==> src/rtl/uart_rx_param_pkg.sv <==
// uart_rx_param_pkg
//   Shared definitions for the parametrised UART receiver (and the matching
//   transmitter that will reuse them):
//     - rx_state_t      : 3-bit receiver FSM state encoding
//     - PARITY_MODE_*   : parity-mode constants (even / odd)
//     - parity_mismatch : parity check on a reduced data word plus parity bit
package uart_rx_param_pkg;

  typedef enum logic [2:0] {
    ST_IDLE   = 3'd0,
    ST_START  = 3'd1,
    ST_DATA   = 3'd2,
    ST_PARITY = 3'd3,
    ST_STOP   = 3'd4
  } rx_state_t;

  localparam logic PARITY_MODE_EVEN = 1'b0;
  localparam logic PARITY_MODE_ODD  = 1'b1;

  // data_xor is the XOR-reduction of the received data bits. A clean even
  // frame has data_xor ^ parity_bit == 0, a clean odd frame has it == 1.
  function automatic logic parity_mismatch(input logic data_xor,
                                           input logic parity_bit,
                                           input logic odd_mode);
    return (data_xor ^ parity_bit) ^ (odd_mode == PARITY_MODE_ODD);
  endfunction

endpackage

==> src/rtl/uart_rx_sync.sv <==
// uart_rx_sync
//   Brings the asynchronous serial line into the i_clk domain and produces a
//   registered one-cycle pulse on each high-to-low transition.
// Ports
//   i_clk        in   system clock
//   i_rst        in   asynchronous active-high reset
//   i_rx_serial  in   raw serial line, idle high
//   o_rx_line    out  synchronised line level
//   o_rx_fall    out  1-cycle pulse, high in the first cycle o_rx_line is low
module uart_rx_sync (
  input  logic i_clk,
  input  logic i_rst,
  input  logic i_rx_serial,
  output logic o_rx_line,
  output logic o_rx_fall
);

  logic sync_p0;
  logic sync_p1;
  logic vld_p0;
  logic vld_p1;

  // The sync flops reset to 1 (idle level). That alone would make a line
  // already low at reset release look like a 1->0 edge as the reset value
  // drains out, so the valid pipeline keeps the edge detector disarmed until
  // sync_p1 holds a genuinely sampled value.
  always_ff @(posedge i_clk or posedge i_rst) begin
    if (i_rst) begin
      sync_p0   <= 1'b1;
      sync_p1   <= 1'b1;
      vld_p0    <= 1'b0;
      vld_p1    <= 1'b0;
      o_rx_fall <= 1'b0;
    end else begin
      // stage p0: metastability capture
      sync_p0   <= i_rx_serial;
      vld_p0    <= 1'b1;
      // stage p1: settled line level; edge pulse aligned with it
      sync_p1   <= sync_p0;
      vld_p1    <= vld_p0;
      o_rx_fall <= vld_p1 & sync_p1 & ~sync_p0;
    end
  end

  assign o_rx_line = sync_p1;

endmodule

==> src/rtl/uart_rx_param.sv <==
// uart_rx_param
//   Parametrised UART receiver: configurable data width, bit period, optional
//   parity and one or two stop bits. Samples each bit at its midpoint,
//   rejects start-bit glitches and flags framing / parity errors. Delivers one
//   word per frame with a single-cycle strobe.
// Parameters
//   DATA_WIDTH    data bits per frame, LSB first (1..32)
//   CLKS_PER_BIT  i_clk cycles per bit (>= 4)
//   PARITY_EN     1 = parity bit follows the data bits
//   PARITY_ODD    0 = even, 1 = odd parity (ignored when PARITY_EN = 0)
//   STOP_BITS     1 or 2
// Ports
//   i_clk         in   system clock
//   i_rst         in   asynchronous active-high reset
//   i_rx_serial   in   serial line, idle high
//   o_rx_done     out  1-cycle strobe; data and error flags valid
//   o_rx_data     out  last received word, held until the next strobe
//   o_frame_err   out  a stop bit sampled 0; held until the next strobe
//   o_parity_err  out  parity mismatch; held until the next strobe
//   o_busy        out  frame in progress
module uart_rx_param
  import uart_rx_param_pkg::*;
#(
  parameter int DATA_WIDTH   = 24,
  parameter int CLKS_PER_BIT = 434,
  parameter int PARITY_EN    = 0,
  parameter int PARITY_ODD   = 0,
  parameter int STOP_BITS    = 1
) (
  input  logic                  i_clk,
  input  logic                  i_rst,
  input  logic                  i_rx_serial,
  output logic                  o_rx_done,
  output logic [DATA_WIDTH-1:0] o_rx_data,
  output logic                  o_frame_err,
  output logic                  o_parity_err,
  output logic                  o_busy
);

  localparam int CNT_W = $clog2(CLKS_PER_BIT);
  localparam int IDX_W = $clog2(DATA_WIDTH + 1);

  localparam logic [CNT_W-1:0] HALF_LAST = CNT_W'(CLKS_PER_BIT / 2 - 1);
  localparam logic [CNT_W-1:0] BIT_LAST  = CNT_W'(CLKS_PER_BIT - 1);
  localparam logic [IDX_W-1:0] DATA_LAST = IDX_W'(DATA_WIDTH - 1);
  localparam logic [IDX_W-1:0] STOP_LAST = IDX_W'(STOP_BITS - 1);
  localparam logic             ODD_MODE  = (PARITY_ODD != 0) ? PARITY_MODE_ODD
                                                             : PARITY_MODE_EVEN;

  logic                  rx_line;
  logic                  rx_fall;

  rx_state_t             state;
  logic [CNT_W-1:0]      bit_cnt;
  logic [IDX_W-1:0]      bit_idx;
  logic                  frame_err_acc;
  logic                  parity_err_acc;
  logic [DATA_WIDTH-1:0] shift_reg;

  logic                  half_end;
  logic                  bit_end;
  logic                  shift_en;

  uart_rx_sync u_sync (
    .i_clk       (i_clk),
    .i_rst       (i_rst),
    .i_rx_serial (i_rx_serial),
    .o_rx_line   (rx_line),
    .o_rx_fall   (rx_fall)
  );

  assign half_end = (bit_cnt == HALF_LAST);
  assign bit_end  = (bit_cnt == BIT_LAST);
  assign shift_en = (state == ST_DATA) && bit_end;

  // Control FSM with registered outputs. The start bit is checked at its
  // midpoint; every later bit is sampled a full bit period after the
  // previous sample, so all samples land mid-bit.
  always_ff @(posedge i_clk or posedge i_rst) begin
    if (i_rst) begin
      state          <= ST_IDLE;
      bit_cnt        <= '0;
      bit_idx        <= '0;
      frame_err_acc  <= 1'b0;
      parity_err_acc <= 1'b0;
      o_rx_done      <= 1'b0;
      o_rx_data      <= '0;
      o_frame_err    <= 1'b0;
      o_parity_err   <= 1'b0;
      o_busy         <= 1'b0;
    end else begin
      o_rx_done <= 1'b0;
      case (state)
        ST_IDLE: begin
          bit_cnt        <= '0;
          bit_idx        <= '0;
          frame_err_acc  <= 1'b0;
          parity_err_acc <= 1'b0;
          if (rx_fall) begin
            state  <= ST_START;
            o_busy <= 1'b1;
          end
        end

        ST_START: begin
          if (half_end) begin
            bit_cnt <= '0;
            if (rx_line) begin
              // line back high at mid-start: a glitch, not a frame
              state  <= ST_IDLE;
              o_busy <= 1'b0;
            end else begin
              state <= ST_DATA;
            end
          end else begin
            bit_cnt <= bit_cnt + CNT_W'(1);
          end
        end

        ST_DATA: begin
          if (bit_end) begin
            bit_cnt <= '0;
            if (bit_idx == DATA_LAST) begin
              bit_idx <= '0;
              state   <= (PARITY_EN != 0) ? ST_PARITY : ST_STOP;
            end else begin
              bit_idx <= bit_idx + IDX_W'(1);
            end
          end else begin
            bit_cnt <= bit_cnt + CNT_W'(1);
          end
        end

        ST_PARITY: begin
          if (bit_end) begin
            bit_cnt        <= '0;
            parity_err_acc <= parity_mismatch(^shift_reg, rx_line, ODD_MODE);
            state          <= ST_STOP;
          end else begin
            bit_cnt <= bit_cnt + CNT_W'(1);
          end
        end

        ST_STOP: begin
          if (bit_end) begin
            bit_cnt <= '0;
            if (bit_idx == STOP_LAST) begin
              // Last stop sample: publish the frame and re-arm immediately,
              // half a bit before a back-to-back start bit can begin.
              state        <= ST_IDLE;
              bit_idx      <= '0;
              o_busy       <= 1'b0;
              o_rx_done    <= 1'b1;
              o_rx_data    <= shift_reg;
              o_frame_err  <= frame_err_acc | ~rx_line;
              o_parity_err <= parity_err_acc;
            end else begin
              // every stop bit is sampled even after an early 0
              frame_err_acc <= frame_err_acc | ~rx_line;
              bit_idx       <= bit_idx + IDX_W'(1);
            end
          end else begin
            bit_cnt <= bit_cnt + CNT_W'(1);
          end
        end

        default: begin
          state  <= ST_IDLE;
          o_busy <= 1'b0;
        end
      endcase
    end
  end

  // Datapath: assembly register, kept apart from o_rx_data so the output
  // never shows a partial word. Bits enter at the top and move down, leaving
  // the first-received bit in position 0 after DATA_WIDTH shifts.
  generate
    if (DATA_WIDTH == 1) begin : g_shift_1
      always_ff @(posedge i_clk) begin
        if (shift_en) shift_reg <= rx_line;
      end
    end else begin : g_shift_n
      always_ff @(posedge i_clk) begin
        if (shift_en) shift_reg <= {rx_line, shift_reg[DATA_WIDTH-1:1]};
      end
    end
  endgenerate

endmodule

==> config.mk <==
export PLATFORM = sky130hd
export DESIGN_NAME = uart_rx_param
export DESIGN_NICKNAME = d
export VERILOG_FILES = /design/src/rtl/uart_rx_param_pkg.sv /design/src/rtl/uart_rx_sync.sv /design/src/rtl/uart_rx_param.sv
export SDC_FILE = /design/constraint.sdc
export NUM_CORES = 1
export LEC_CHECK = 0
export BUFFER_PORTS_ARGS = -buffer_cell sky130_fd_sc_hd__buf_2
export CORE_MARGIN = 4
export CORE_UTILIZATION = 50
export CTS_BUF_LIST = sky130_fd_sc_hd__clkbuf_8
export DETAILED_ROUTE_END_ITERATION = 10
export PLACE_DENSITY = 0.69
export SETUP_SLACK_MARGIN = 0.4
export SLEW_MARGIN = 20
export SYNTH_ARGS = -nofsm -noshare
export SYNTH_HDL_FRONTEND = slang
export SYNTH_HIERARCHICAL = 1
export SYNTH_SLANG_ARGS = --single-unit
==> constraint.sdc <==
create_clock -name i_clk -period 8.1 [get_ports i_clk]
set_input_delay 1.215 -clock i_clk [delete_from_list [all_inputs] [get_ports i_clk]]
set_output_delay 1.215 -clock i_clk [all_outputs]
set_load 0.01 [all_outputs]
# Yosys cells after proc, flatten, opt, wreduce, memory -nomap -nowiden
# Cells that the tools add are included.
[op_classes]
add_sub_neg = 2
n_eq_ne = 16
mux = 31
bitwise_logic = 7
n_reduce_logical = 16
[op_table]
columns = ["operator", "count"]
rows = [
  ["$pmux 9 s3", 1],
  ["$reduce_xor 24->1", 1],
  ["$mux 3", 7],
  ["$mux 5", 4],
  ["$mux 9", 2],
  ["$pmux 3 s5", 1],
  ["$pmux 5 s3", 1],
  ["$ne 2x2->1 const B", 6],
  ["$mux 1", 11],
  ["$add 9x1->9 const B", 1],
  ["$eq 9x8->1 const B", 1],
  ["$eq 9x9->1 const B", 1],
  ["$reduce_and 3->1", 3],
  ["$reduce_and 7->1", 1],
  ["$eq 3x2->1 const B", 2],
  ["$ne 2x1->1 const B", 3],
  ["$reduce_and 6->1", 1],
  ["$reduce_bool 3->1", 2],
  ["$add 5x1->5 const B", 1],
  ["$eq 5x5->1 const B", 1],
  ["$logic_not 5->1", 1],
  ["$pmux 1 s2", 2],
  ["$pmux 1 s4", 1],
  ["$reduce_bool 2->1", 2],
  ["12 further kinds", 15],
]
[word_totals]
reg_bits = 76
input_bits = 3
output_inout_bits = 28
word_cells = 88

# Depth between registers and ports, before layout
[logic_depth]
depth_word = 5
ltp_mapped = 8
ltp_nobuf = 7

# Hierarchy
# The synthesis kept the hierarchy.
[modules_own_cells]
columns = ["mod", "n_inst", "cells_per_inst", "area_per_inst_um2"]
rows = [
  ["uart_rx_param", 1, 250, 3264.4],
  ["uart_rx_sync", 1, 8, 143.9],
]

# Worst setup path before layout
# Ideal clock, no wire load.
[synth_timing]
kind = "register to register"
start = "reg state[1]"
end = "reg shift_reg[0] (enable)"
arrival_time_ns = 3.211
required_time_ns = 7.634
slack_ns = 4.423
stages_incl_launch_ff = 4
period_less_slack_ns = 3.677
path_cell_list = "dfrtp_1 > clkbuf_1 > inv_1 > nor4_1"
[synth_between]
elab_chain_len = 2
[synth_rtl]
columns = ["element", "line_no", "source"]
rows = [
  ["from (decl)", "uart_rx_param.sv:53", "rx_state_t state;"],
  ["from (signal assigned)", "uart_rx_param.sv:125", "state <= (PARITY_EN != 0) ? ST_PARITY : ST_STOP;"],
  ["$eq 3x2->1", "uart_rx_param.sv:74", "assign shift_en = (state == ST_DATA) && bit_end;"],
  ["$logic_and 1x1->1", "uart_rx_param.sv:74", ""],
  ["named net shift_en", "uart_rx_param.sv:62", "logic shift_en;"],
  ["to (signal assigned)", "uart_rx_param.sv:185", "if (shift_en) shift_reg <= {rx_line, shift_reg[DATA_WIDTH-1:1]};"],
  ["to (decl)", "uart_rx_param.sv:58", "logic [DATA_WIDTH-1:0] shift_reg;"],
]
# The timed path passes the listed nets, and every way through them passes these cells.
# A chain may end at the register's enable or synchronous reset.

# Worst setup path after layout
[layout_timing]
start = "reg bit_cnt[0]"
end = "reg bit_cnt[6]"
[layout_between]
elab_chain_len = 3
elab_cells_between_ends = 6
[layout_rtl]
columns = ["element", "line_no", "source"]
rows = [
  ["from (decl)", "uart_rx_param.sv:54", "logic [CNT_W-1:0] bit_cnt;"],
  ["from (signal assigned)", "uart_rx_param.sv:116", "bit_cnt <= bit_cnt + CNT_W'(1);"],
  ["from (signal assigned)", "uart_rx_param.sv:130", "bit_cnt <= bit_cnt + CNT_W'(1);"],
  ["from (signal assigned)", "uart_rx_param.sv:140", "bit_cnt <= bit_cnt + CNT_W'(1);"],
  ["$add 9x1->9 (tied with other cells)", "-", ""],
  ["$mux 9, on equally long branches", "-", ""],
  ["$pmux 9 s3 *", "uart_rx_param.sv:93", "case (state)"],
]
# Every way passes the cells marked *; elsewhere a longest branch is shown, timed or not.

==> metrics.md <==
| Metric | Value |
|---|---|
| Diodes inserted | 0 |
| Mapped Nets | 266 |
| Post-Syn Area per Cell | around 13 µm² |
| EDFF count, synth | 24 |
| Asr flop ratio synth | 0.684 |
| Critical-path maximum fanout | 13 |
| Largest area contributor in the netlist | dfrtp_1 |
| I/O pins | 31 |
| Starting Density | 0.525 |
| Routed Wire Length | 5880 µm |
| Yosys warnings | 6 |
| Commonest register cell after synthesis | dfrtp_1 |
| Reg clk slew, reported paths | around 70 ps |
| Synth Register Bits | 76 |
| P&R area growth vs syn | 11.2% |
| DRT iter0 DRCs | 131 |
| Vias | ~2100 |
| Post-synth top area share | 0.367 |
| Routed len/inst | between 15 and 20 µm |
| Num rows | 29 |
| Die area | 8200 µm² |
| Peak supply drop | 0.139 mV |
| Clock Sinks | between 70 and 80 |
| Synth cell types | 54 |
| Cts bufs inserted | 9 |
| Delay-heaviest family, CP | simple AND/OR/NAND/NOR gates |
| Vias in the first global route | about 2000 |
| CP Capture Type | flop |
| Worst hold slack | 358 ps |
| Largest net degree at the start of global routing | 48 |
| GRT Overall Usage | 0.155 |
| Max-slew violations | 0 |
| PwrDens | 196 nW/µm² |
| CP peak stage delay | 430 ps |
| Die width | 90.6 µm |
| Worst Hold Class | flop to flop |
| Worst-Skew Late Latency | 340 ps |
| RSZ-0062 raised after global routing | false |
| Fin. Hold Viols | 0 |
| I/O Buffers | 30 |
| Max Cap Viol | 0 |
| Fin crit share | 0.286 |
| Nets@finish | 300 |
| Finished layout cell area | 3790 µm² |
| Clk buf depth | 2 |
| LEAKAGE | 1.74 nW |
| RD Place Congestion | 0.795 |
| WS Path Type | flop to flop |
| Antenna violations before repair | 0 |
| # hold bufs at CTS | 0 |
| PostCTS Resize Cnt | 0 |
| Critical path cell sequence | inv_1 -> ha_1 -> or4b_1 -> or3_4 -> a2bb2oi_4 -> o21ai_0 -> a21o_1 |
| Layout cells sized above 1 | 0.297 |
| Post-Syn Area | 3410 µm² |
| Post-detailed-route count of antenna-violating nets | 0 |
| Max Clock Skew | 8.47 ps |
| Endpoints failing setup | 0 |
| Outcome | complete, no violations |
| Synth cell count leaders | dfrtp_1, mux2_2, edfxtp_1 |
| First-pass GRT wire length | just over 10000 µm |
| Max Clock Freq | 432 MHz |
| Period minus WS final | 2320 ps |
| Startpoint types | flop |
| 1st-pass router iterations | 4 |
| Clock tree root driver cell | clkbuf_8 |
| Post-CTS setup buffer count | 0 |
| CP arrival | 2550 ps |
| Slew headroom | 0.458 |
| Global route overflow | 0 |
| Area after DPL | approximately 3600 µm² |
| Total negative setup slack | 0 ps |
| Die height | 90.6 µm |
| Area contributors post-synth | dfrtp_1, edfxtp_1, mux2_2 |
| Sequential share of the synthesized area | 0.594 |
| H-tree Lvls | 3 |
| WP data required | 8330 ps |
| Most frequent cell after synthesis | dfrtp_1 |
| CTS tree | done |
| Cells after Synth | 258 |
| # DRC | 0 |
| Hpwl dp | ~3900 µm |
| Vias per std cell | 5.64 |
| Critical-path top delay cell | or4b_1 |
| CP bufs+invs | 1 |
| Core Region | 6490 µm² |
| Slew at the pin closest to its max-slew limit | 813 ps |
==> cell families after synthesis <==
group,after synthesis,synth area share
buf+inv,20,0.0253
xor+xnor,24,0.0698
other cells,1,0.00110
compound gates,47,0.0973
fa+ha+maj,6,0.0217
simple gates,59,0.108
flops,76,0.594
mux,25,0.0826
==> area by class of cell <==
class                   count  area, µm²
fillers                   533       2710
flip-flops and latches     76       2020
inverters                  11       42.5
multi-input cells         162       1300
clock buffers               9        124
well taps                  77       96.3
clock inverters             6       33.8
repair buffers             32        165
==> per-layer routing <==
layer / vias up / share of wire / global-route usage
met5: - / 0 / 0
li1: 999 / - / -
met3: 10 / 0.043 / 0.0542
met2: 60 / 0.46 / 0.225
met1: 1033 / 0.48 / 0.214
met4: 0 / 0.015 / 0.0574
==> metrics by stage <==
step	std cells	worst slack (ps)	power [W]	utilization
2_1_floorplan	258	4420	0.000494	-
3_3_place_gp	358	5840	0.000506	0.559
3_5_place_dp	358	5780	0.000509	0.559
4_1_cts	373	5770	0.000751	0.583
5_1_grt	373	5640	0.000783	0.584
6_report	373	5780	0.000741	0.584
==> path summary, 6_finish.rpt <==
| check | start | to | slack [ps] | cells past startpoint |
|---|---|---|---|---|
| min in group asynchronous | i_rst | u_sync/vld_p1 | 770 | 2 |
| hold reg to reg | u_sync/vld_p0 | u_sync/vld_p1 | 360 | 0 |
| max in group asynchronous | i_rst | bit_cnt[7] | 6600 | 2 |
| setup / recovery | bit_cnt[0] | bit_cnt[6] | 5780 | 7 |
| setup reg to reg | bit_cnt[0] | bit_cnt[6] | 5780 | 7 |
| hold / removal | u_sync/vld_p0 | u_sync/vld_p1 | 360 | 0 |
==> placed cells by master, fill, tap and decap left out, drive strengths merged, types with 6 or more instances in the layout <==
| master | Yosys | final |
|---|---|---|
| o21ai | 14 | 14 |
| xnor2 | 19 | 19 |
| nand2 | 7 | 7 |
| edfxtp | 24 | 24 |
| nor2b | 6 | 6 |
| nand3 | 6 | 6 |
| mux2 | 25 | 25 |
| a21o | 7 | 7 |
| buf | 4 | 32 |
| a21oi | 9 | 9 |
| clkbuf | 5 | 9 |
| nor2 | 11 | 11 |
| dfrtp | 50 | 50 |
| inv | 11 | 11 |
==> report_power, final <==
group	total, W	internal, W	switching, W
logic	0.0000731	0.0000329	0.0000401
registers	0.000427	0.000407	0.0000193
clock network	0.000242	0.000107	0.000135
No activity file was read; power rests on OpenSTA's default activity.
